===== config.mk =====
export PLATFORM = sky130hd
export DESIGN_NAME = rr_packet_scheduler4_flat
export DESIGN_NICKNAME = d
export VERILOG_FILES = /design/src/rtl/rr_packet_scheduler4_if.sv /design/src/rtl/rr_packet_scheduler4.sv /design/src/flat_wrapper.sv
export SDC_FILE = /design/constraint.sdc
export NUM_CORES = 1
export LEC_CHECK = 0
export CAP_MARGIN = 20
export CORE_MARGIN = 4
export CORE_UTILIZATION = 45
export CTS_BUF_LIST = sky130_fd_sc_hd__clkbuf_4 sky130_fd_sc_hd__clkbuf_8
export CTS_CLUSTER_SIZE = 8
export DETAILED_ROUTE_END_ITERATION = 10
export PLACE_DENSITY = 0.67
export SLEW_MARGIN = 15
export SYNTH_ARGS = -nofsm -noshare
export SYNTH_HDL_FRONTEND = slang
export SYNTH_SLANG_ARGS = --single-unit

===== constraint.sdc =====
create_clock -name clock -period 2.98 [get_ports clock]
set_clock_uncertainty 0.2 [all_clocks]
set_input_delay 0.596 -clock clock [delete_from_list [all_inputs] [get_ports clock]]
set_output_delay 0.596 -clock clock [all_outputs]
set_load 0.01 [all_outputs]

===== src/rtl/rr_packet_scheduler4_if.sv =====
// Request/beat inputs and grant outputs of the packet-granular round-robin
// scheduler, bundled so the egress stage and the requesters share one port.
interface rr_packet_scheduler4_if;
  logic       qArbitEnable;
  logic [3:0] qvRequest;
  logic       qBeatValid;
  logic       qBeatEop;
  logic [3:0] qvGrant;
  logic [1:0] qvGrantIndex;
  logic       qGrantValid;
  logic       qTimeout;

  modport master (
    output qArbitEnable, qvRequest, qBeatValid, qBeatEop,
    input  qvGrant, qvGrantIndex, qGrantValid, qTimeout
  );

  modport slave (
    input  qArbitEnable, qvRequest, qBeatValid, qBeatEop,
    output qvGrant, qvGrantIndex, qGrantValid, qTimeout
  );
endinterface


===== src/rtl/rr_packet_scheduler4.sv =====
// Four-port round-robin scheduler that holds each grant for a whole packet,
// releases on EOP or beat-count timeout, and rotates priority past the winner.
module rr_packet_scheduler4 #(
  parameter int unsigned MAX_BEATS = 256
) (
  input  logic                  clock,
  input  logic                  reset,
  rr_packet_scheduler4_if.slave bus
);

  localparam int unsigned CNT_W = $clog2(MAX_BEATS + 1);
  localparam logic [CNT_W-1:0] LAST_BEAT = CNT_W'(MAX_BEATS - 1);

  typedef enum logic {
    ST_IDLE = 1'b0,
    ST_HOLD = 1'b1
  } state_t;

  state_t           r_state,   w_state_nxt;
  logic [3:0]       r_grant,   w_grant_nxt;
  logic [1:0]       r_idx,     w_idx_nxt;
  logic [1:0]       r_ptr,     w_ptr_nxt;
  logic [CNT_W-1:0] r_cnt,     w_cnt_nxt;
  logic             r_timeout, w_timeout_nxt;
  logic             r_valid;

  logic       w_pick_found;
  logic [1:0] w_pick_idx;

  // First requester at or after the start pointer; the lowest offset wins.
  always_comb begin
    w_pick_found = 1'b0;
    w_pick_idx   = r_ptr;
    for (int i = 3; i >= 0; i--) begin
      if (bus.qvRequest[r_ptr + 2'(i)]) begin
        w_pick_found = 1'b1;
        w_pick_idx   = r_ptr + 2'(i);
      end
    end
  end

  always_comb begin
    w_state_nxt   = r_state;
    w_grant_nxt   = r_grant;
    w_idx_nxt     = r_idx;
    w_ptr_nxt     = r_ptr;
    w_cnt_nxt     = r_cnt;
    w_timeout_nxt = 1'b0;
    case (r_state)
      ST_IDLE: begin
        w_grant_nxt = '0;
        if (bus.qArbitEnable && w_pick_found) begin
          w_grant_nxt = 4'(1) << w_pick_idx;
          w_idx_nxt   = w_pick_idx;
          w_cnt_nxt   = '0;
          w_state_nxt = ST_HOLD;
        end
      end
      ST_HOLD: begin
        // Grant is frozen; only beats move the packet toward release.
        if (bus.qBeatValid) begin
          if (bus.qBeatEop || (r_cnt == LAST_BEAT)) begin
            w_grant_nxt   = '0;
            w_ptr_nxt     = r_idx + 2'd1;
            w_cnt_nxt     = '0;
            w_timeout_nxt = !bus.qBeatEop;
            w_state_nxt   = ST_IDLE;
          end else begin
            w_cnt_nxt = r_cnt + CNT_W'(1);
          end
        end
      end
    endcase
  end

  always_ff @(posedge clock or posedge reset) begin
    if (reset) begin
      r_state   <= ST_IDLE;
      r_grant   <= '0;
      r_idx     <= '0;
      r_ptr     <= '0;
      r_cnt     <= '0;
      r_timeout <= 1'b0;
      r_valid   <= 1'b0;
    end else begin
      r_state   <= w_state_nxt;
      r_grant   <= w_grant_nxt;
      r_idx     <= w_idx_nxt;
      r_ptr     <= w_ptr_nxt;
      r_cnt     <= w_cnt_nxt;
      r_timeout <= w_timeout_nxt;
      r_valid   <= |w_grant_nxt;
    end
  end

  assign bus.qvGrant      = r_grant;
  assign bus.qvGrantIndex = r_idx;
  assign bus.qGrantValid  = r_valid;
  assign bus.qTimeout     = r_timeout;

endmodule


===== src/flat_wrapper.sv =====
// flat-port wrapper written by rule: the top's interface ports become plain ports
module rr_packet_scheduler4_flat 
#(
  parameter int unsigned MAX_BEATS = 256
)
  (clock, reset, bus_qArbitEnable, bus_qvRequest, bus_qBeatValid, bus_qBeatEop, bus_qvGrant, bus_qvGrantIndex, bus_qGrantValid, bus_qTimeout);
  rr_packet_scheduler4_if bus_i ();
  input  logic clock;
  input  logic reset;
  input wire logic [$bits(bus_i.qArbitEnable)-1:0] bus_qArbitEnable;
  input wire logic [$bits(bus_i.qvRequest)-1:0] bus_qvRequest;
  input wire logic [$bits(bus_i.qBeatValid)-1:0] bus_qBeatValid;
  input wire logic [$bits(bus_i.qBeatEop)-1:0] bus_qBeatEop;
  output wire logic [$bits(bus_i.qvGrant)-1:0] bus_qvGrant;
  output wire logic [$bits(bus_i.qvGrantIndex)-1:0] bus_qvGrantIndex;
  output wire logic [$bits(bus_i.qGrantValid)-1:0] bus_qGrantValid;
  output wire logic [$bits(bus_i.qTimeout)-1:0] bus_qTimeout;
  assign bus_i.qArbitEnable = bus_qArbitEnable;
  assign bus_i.qvRequest = bus_qvRequest;
  assign bus_i.qBeatValid = bus_qBeatValid;
  assign bus_i.qBeatEop = bus_qBeatEop;
  assign bus_qvGrant = bus_i.qvGrant;
  assign bus_qvGrantIndex = bus_i.qvGrantIndex;
  assign bus_qGrantValid = bus_i.qGrantValid;
  assign bus_qTimeout = bus_i.qTimeout;
  rr_packet_scheduler4 #(.MAX_BEATS(MAX_BEATS)) u_core (.clock(clock), .reset(reset), .bus(bus_i));
endmodule

==> impl_metrics.py <==
metrics = {
    "outcome": {
        "status": "finished, final reports clean",
    },
    "clock_network": {
        "cts_made_buffers": 3,
        "cts_resized": 0,
        "path_clk_slew_ns": 0.11,
        "cts_tree": "yes",
        "cts_root_buffer": "clkbuf_4",
        "clock_latency_ns": 0.29,
        "cts_hold_buf": 0,
        "cts.sinks": 20,
        "cts_setup_buffers": 0,
        "clockBufferDepth": 2,
        "cts_max_level": 1,
    },
    "synth": {
        "ys_ff_latch": 20,
        "synthDistinctLibCells": 35,
        "synthTopCellsByArea": "dfrtp_1 (49%), o21ai_1 (6.4%), nand2_1 (4.8%)",
        "yosysTopAreaCellShare_pct": 49.02,
        "yosysSeqAreaShare_pct": 49.02,
        "yosys.area.top_type": "dfrtp_1",
        "ys.flop_type": "dfrtp_1",
        "synth_commonest_cells": "dfrtp_1 (20), nand2_1 (13), o21ai_1 (13)",
        "synth_warnings": 0,
        "synth.most_common_cell": "dfrtp_1",
        "syn-mean-instance-area_um2": 9.817,
        "syn_inst": 104,
        "synth_area_um2": 1021,
        "synth-async-reset-ratio_pct": 100.0,
        "synthesis.nets": 115,
        "synth-edff-count": 0,
    },
    "timing": {
        "fmax_mhz": 409.3,
        "max-slew-margin-rel_pct": 49.95,
        "setup_violations": 0,
        "worst_pin_slew_ns": 0.7499,
        "tns_ns": 0,
        "rsz0062_at_grt": "no",
        "whs_ns": 0.2831,
        "min_period_ns": 2.443,
        "fin_crit_sh_pct": 81.99,
        "finalHoldViolCount": 0,
        "setup_slack_ns": 0.5368,
        "drv_slew": 0,
    },
    "pwr": {
        "pwr-share-comb_pct": 34.1,
        "internal_power_uw": 548.8,
        "p_seq_share_pct": 47.5,
        "p_total_uw": 828.8,
        "switchingPower_uw": 280.0,
        "power_leakage_nw": 0.5572,
        "p_per_area_nw_per_um2": 660.5,
        "ir_drop_uv": 444.3,
        "clockPowerShare_pct": 18.4,
        "switching_share_pct": 33.78,
    },
    "setup_path": {
        "critPathTopFamily": "simple AND/OR/NAND/NOR gates",
        "cp-start-kind": "flip-flop",
        "critPathBufInv": 0,
        "crit_chain": "ha_1, and3_1, and3_1, ha_1, nand4bb_1, a31oi_1, o21ai_1, o21ai_1",
        "cp-end-kind": "flip-flop",
        "worst-path-max-fanout": 8,
        "required_ns": 3.00,
        "slowest_stage": "dfrtp_1",
        "arrival_ns": 2.47,
        "worstSetupPathType": "flip-flop to flip-flop",
        "critPathMaxStageDelay_ns": 0.46,
    },
    "route": {
        "first_pass_iters": 4,
        "top_layer": "met3",
        "wl_met2_um": 1034,
        "num_vias": 870,
        "viasPerCell": 5.762,
        "wirelength_um": 2215,
        "drt-initial-drc-count": 26,
        "ant_nets": 0,
        "drcViolationCount": 0,
        "wl_met1_um": 1084,
        "wl_per_cell_um": 14.67,
        "wl_met3_um": 96,
    },
    "grt": {
        "grt_pass1_vias": 862,
        "antenna_found_initial": 0,
        "grt_pass1_wl_um": 4064,
        "grt_max_degree": 21,
        "gr-total-overflow": 0,
        "grtUsageTotal_pct": 16.20,
    },
    "hold_path": {
        "min_path_type": "flip-flop to flip-flop",
    },
    "floorplanning": {
        "dieArea_um2": 3095,
        "die_h_um": 55.63,
        "core_um2": 2062,
        "rows": 16,
        "io_pins": 17,
        "start_util_pct": 49.51,
        "die_x_um": 55.63,
    },
    "finish": {
        "drive_above_1_share_pct": 8.065,
        "diodes": 0,
        "finish.instance_area_um2": 1255,
        "syn_to_final_growth_pct": 22.92,
        "nNetsFinal": 136,
    },
    "placement": {
        "port-buffer-count": 16,
        "hpwl_um": 1683,
        "place_area_um2": 1219,
        "dp_slack_ns": 0.4778,
        "gp_congestion": 0.7480,
    },
    "run": {
        "drv_cap": 0,
    },
}
registers in the layout, indices dropped and copies added, names as in the netlist:
name	count
u_core.r_cnt	9
u_core.bus.qvGrant	4
u_core.bus.qTimeout	1
u_core.r_state	1
u_core.bus.qGrantValid	1
u_core.bus.qvGrantIndex	2
u_core.r_ptr	2
cell families (layout without fill, tap and decap cells):
logic type / Yosys count / in the layout / share of synthesized area [%]
xor gates and xnor gates: 1 / 1 / 0.8580
buffers and inverters: 5 / 25 / 1.837
DFF: 20 / 20 / 49.02
AOI/OAI and AO/OA: 36 / 36 / 23.16
and+or+nand+nor: 39 / 39 / 21.20
muxes: 1 / 1 / 1.470
adders and majority gates: 2 / 2 / 2.451
cell type report:
cell class,count,area (um2)
Sequential cell,20,500.5
Fill cell,176,807.0
Multi-Input combinational cell,79,501.7
Inverter,4,15.01
Timing Repair Buffer,17,167.7
Tap cell,27,33.78
Clock buffer,4,36.28
layout by cell type (no fill, tap or decap), drive strengths merged, types with 2 or more instances in the layout:
cell,netlist,layout
a31oi,3,3
clkdlybuf4s50,0,16
ha,2,2
o31ai,2,2
nand4,2,2
a32o,2,2
inv,4,4
a21oi,3,3
and2,2,2
and3,4,4
o21ai,20,20
nand3,2,2
nor2,6,6
nor2b,3,3
clkbuf,1,4
nand2,13,13
dfrtp,20,20
power by group through the flow:
stage | Clock, mW | Combinational [mW] | Sequential [mW]
after global placement | 0 | 0.276 | 0.394
after global routing | 0.178 | 0.312 | 0.405
after floorplan | 0 | 0.152 | 0.397
final | 0.152 | 0.283 | 0.394
after CTS | 0.164 | 0.287 | 0.394
after detailed placement | 0 | 0.285 | 0.399
worst paths after layout:
| kind | slack (ns) | endpoint | from | cells past startpoint |
|---|---|---|---|---|
| worst max-delay path | 0.54 | u_core.r_cnt[3] | u_core.r_cnt[0] | 8 |
| worst max register to register | 0.54 | u_core.r_cnt[3] | u_core.r_cnt[0] | 8 |
| worst min register to register | 0.28 | u_core.r_cnt[6] | u_core.r_cnt[6] | 1 |
| min in group asynchronous | 0.52 | u_core.bus.qvGrant[3] | reset | 2 |
| max in group asynchronous | 1.59 | u_core.bus.qvGrantIndex[0] | reset | 2 |
| worst min-delay path | 0.28 | u_core.r_cnt[6] | u_core.r_cnt[6] | 1 |
stage by stage:
step / utilization, % / cells
after global placement: 59.10 / 147
final: 60.86 / 151
after CTS: 60.86 / 151
after detailed placement: 59.10 / 147
after global routing: 60.86 / 151
after floorplan: - / 104
routing by layer:
metal  vias up  track usage (%)
met5         -                0
met4         0            3.125
met3         0            5.336
met2        25            22.97
met1       421            23.95
li1        424                -
(Power assumes the default switching activity.)
==> edit: new RTL, same flow settings <==
`MAX_BEATS` is set to 256 in 2 places; all go to 128.
--- a/src/rtl/rr_packet_scheduler4.sv
+++ b/src/rtl/rr_packet_scheduler4.sv
@@ -2,5 +2,5 @@
 // releases on EOP or beat-count timeout, and rotates priority past the winner.
 module rr_packet_scheduler4 #(
-  parameter int unsigned MAX_BEATS = 256
+  parameter int unsigned MAX_BEATS = 128
 ) (
   input  logic                  clock,
--- a/src/flat_wrapper.sv
+++ b/src/flat_wrapper.sv
@@ -2,5 +2,5 @@
 module rr_packet_scheduler4_flat 
 #(
-  parameter int unsigned MAX_BEATS = 256
+  parameter int unsigned MAX_BEATS = 128
 )
   (clock, reset, bus_qArbitEnable, bus_qvRequest, bus_qBeatValid, bus_qBeatEop, bus_qvGrant, bus_qvGrantIndex, bus_qGrantValid, bus_qTimeout);
Behaviour: no difference found for any inputs over 10 cycles, from zero or initial values and one cycle with reset high; that may be too few to reach the edited logic, so the function may still have changed.
==> edit against the original RTL <==
  * Non-clock buffer count fell by 1
  * Wire length fell by 7.7%
  * Setup slack better by 0.24 ns
  * Synthesized area is 3.1% lower
  * Total power shrank 4.5%
  * Sequential cell count shrank 1
  * Die area is 2.6% lower
  * Sequential share of layout area fell by 0.46 points
  * Cell area decreased by 3.9%
  * Highest routed layer is now met4
==> edit: results (changes against the original RTL) <==
[power_and_ir_drop]
p_leak_nw = 0.5453  ; -2.1%
vdd.ir_drop.worst_mv = 0.4230  ; -4.8%

[logic_synthesis]
syn_nets = 107  ; -7.0%
synth_top_area_share_pct = 48.04  ; -0.98 points
yosys.area_share.adder_pct = 1.264  ; -1.2 points
synth.mux.area_fraction_pct = 4.678  ; +3.2 points
synth_xor_area_share_pct = 1.770  ; +0.91 points
synth.distinct_cells = 37  ; +5.7%
ys_warn_count = 0  ; unchanged
synth_common_cells = 19 x dfrtp_1, 10 x nand2_1, 8 x o21ai_0, 5 x a21oi_1, 5 x nor2_1
syn_inst = 97  ; -6.7%
ys_seq_area_share_pct = 48.04  ; -0.98 points
synth_compound_area_share_pct = 22.00  ; -1.2 points
synth_area_leaders = dfrtp_1 48%, o21ai_0 4.0%, nand2_1 3.8%

[hold_path]
hold_start = u_core.r_cnt[7]$_DFFE_PP0P_
whs_endpoint = u_core.bus.qTimeout$_DFF_PP0_

[place]
place_area_mm2 = 0.001179  ; -3.3%
place.detailed.hpwl_um = 1507  ; -10%
gp_congestion = 0.7547  ; +0.90%
place_ws_ns = 0.4652  ; -0.01266 ns
dp_cells = 139  ; -5.4%

[final_layout]
drive_above_1_share_pct = 12.93  ; +4.9 points
largest_register_ffs = 8  ; -1
final_net_count = 127  ; -6.6%

[global_routing]
grt_use_met1_pct = 23.55  ; -0.40 points
grtUsageTotal_pct = 16.91  ; +0.72 points
use_met3_pct = 2.949  ; -2.4 points
grt_start_max_net_pins = 20  ; -4.8%
met2_usage_pct = 25.79  ; +2.8 points
grt_first_pass_wirelength_um = 3622  ; -11%
grt_pass1_vias = 804  ; -6.7%

[drt]
vias = 807  ; -7.2%
wl_met2_um = 908  ; -12%
top_layer = met4
viasPerCell = 5.643  ; -2.1%
first_iter_violations = 17  ; -35%
wl_met1_um = 1016  ; -6.3%
wl_per_cell_um = 14.30  ; -2.5%
wl_met3_um = 81  ; -16%

[setup_path]
rrSetupSlack_ns = 0.96  ; +0.42 ns
cp-startpoint = bus_qvRequest[3]
crit_slowest_cell = or4_4
reg2reg_to = u_core.r_cnt[7]$_DFFE_PP0P_
reg2reg_from = u_core.r_cnt[0]$_DFFE_PP0P_
path_max_fanout = 7  ; -1
slowest_delay_ns = 0.59  ; +0.13 ns
crit_path_end = u_core.bus.qvGrant[1]$_DFF_PP0_
r2r_cells = 5  ; -3

[clock_network]
clock-root-buffer = clkbuf_4
numCtsBuffers = 3  ; unchanged
clk_latency_ns = 0.30

[status]
outcome = complete, no violations

[timing]
holdWs_ns = 0.3035  ; +0.02042 ns
fmax_mhz = 454.6  ; +11%
slew_headroom_pct = 53.22  ; +3.3 points

-- edit: changes by cell type in the layout (fill, tap and decap cells not counted), sizes merged, moves of 2 or more --
cell,change
o21ai,-12
mux2i,+2
nand2,-3
a22o,+2
o2bb2ai,+2
a32o,-2
a41oi,+2
a21oi,+2
and2b,+2
o31ai,-2
nor2b,-2
a21o,+2
-- edit: cell type report --
class | count | area (um^2)
repair buffers | 16 | 160.2
multi-input cells | 73 | 494.2
inverters | 4 | 15.01
flip-flops and latches | 19 | 475.5
well taps | 27 | 33.78
clock buffers | 3 | 22.52
clock inverters | 1 | 5.005
fillers | 183 | 815.8
-- edit: where the power goes --
group | internal [mW] | switching (mW) | leakage [nW]
registers | 0.315 | 0.0529 | 0.250
logic | 0.158 | 0.133 | 0.278
clock network | 0.0501 | 0.0835 | 0.0177
total | 0.522 | 0.269 | 0.545
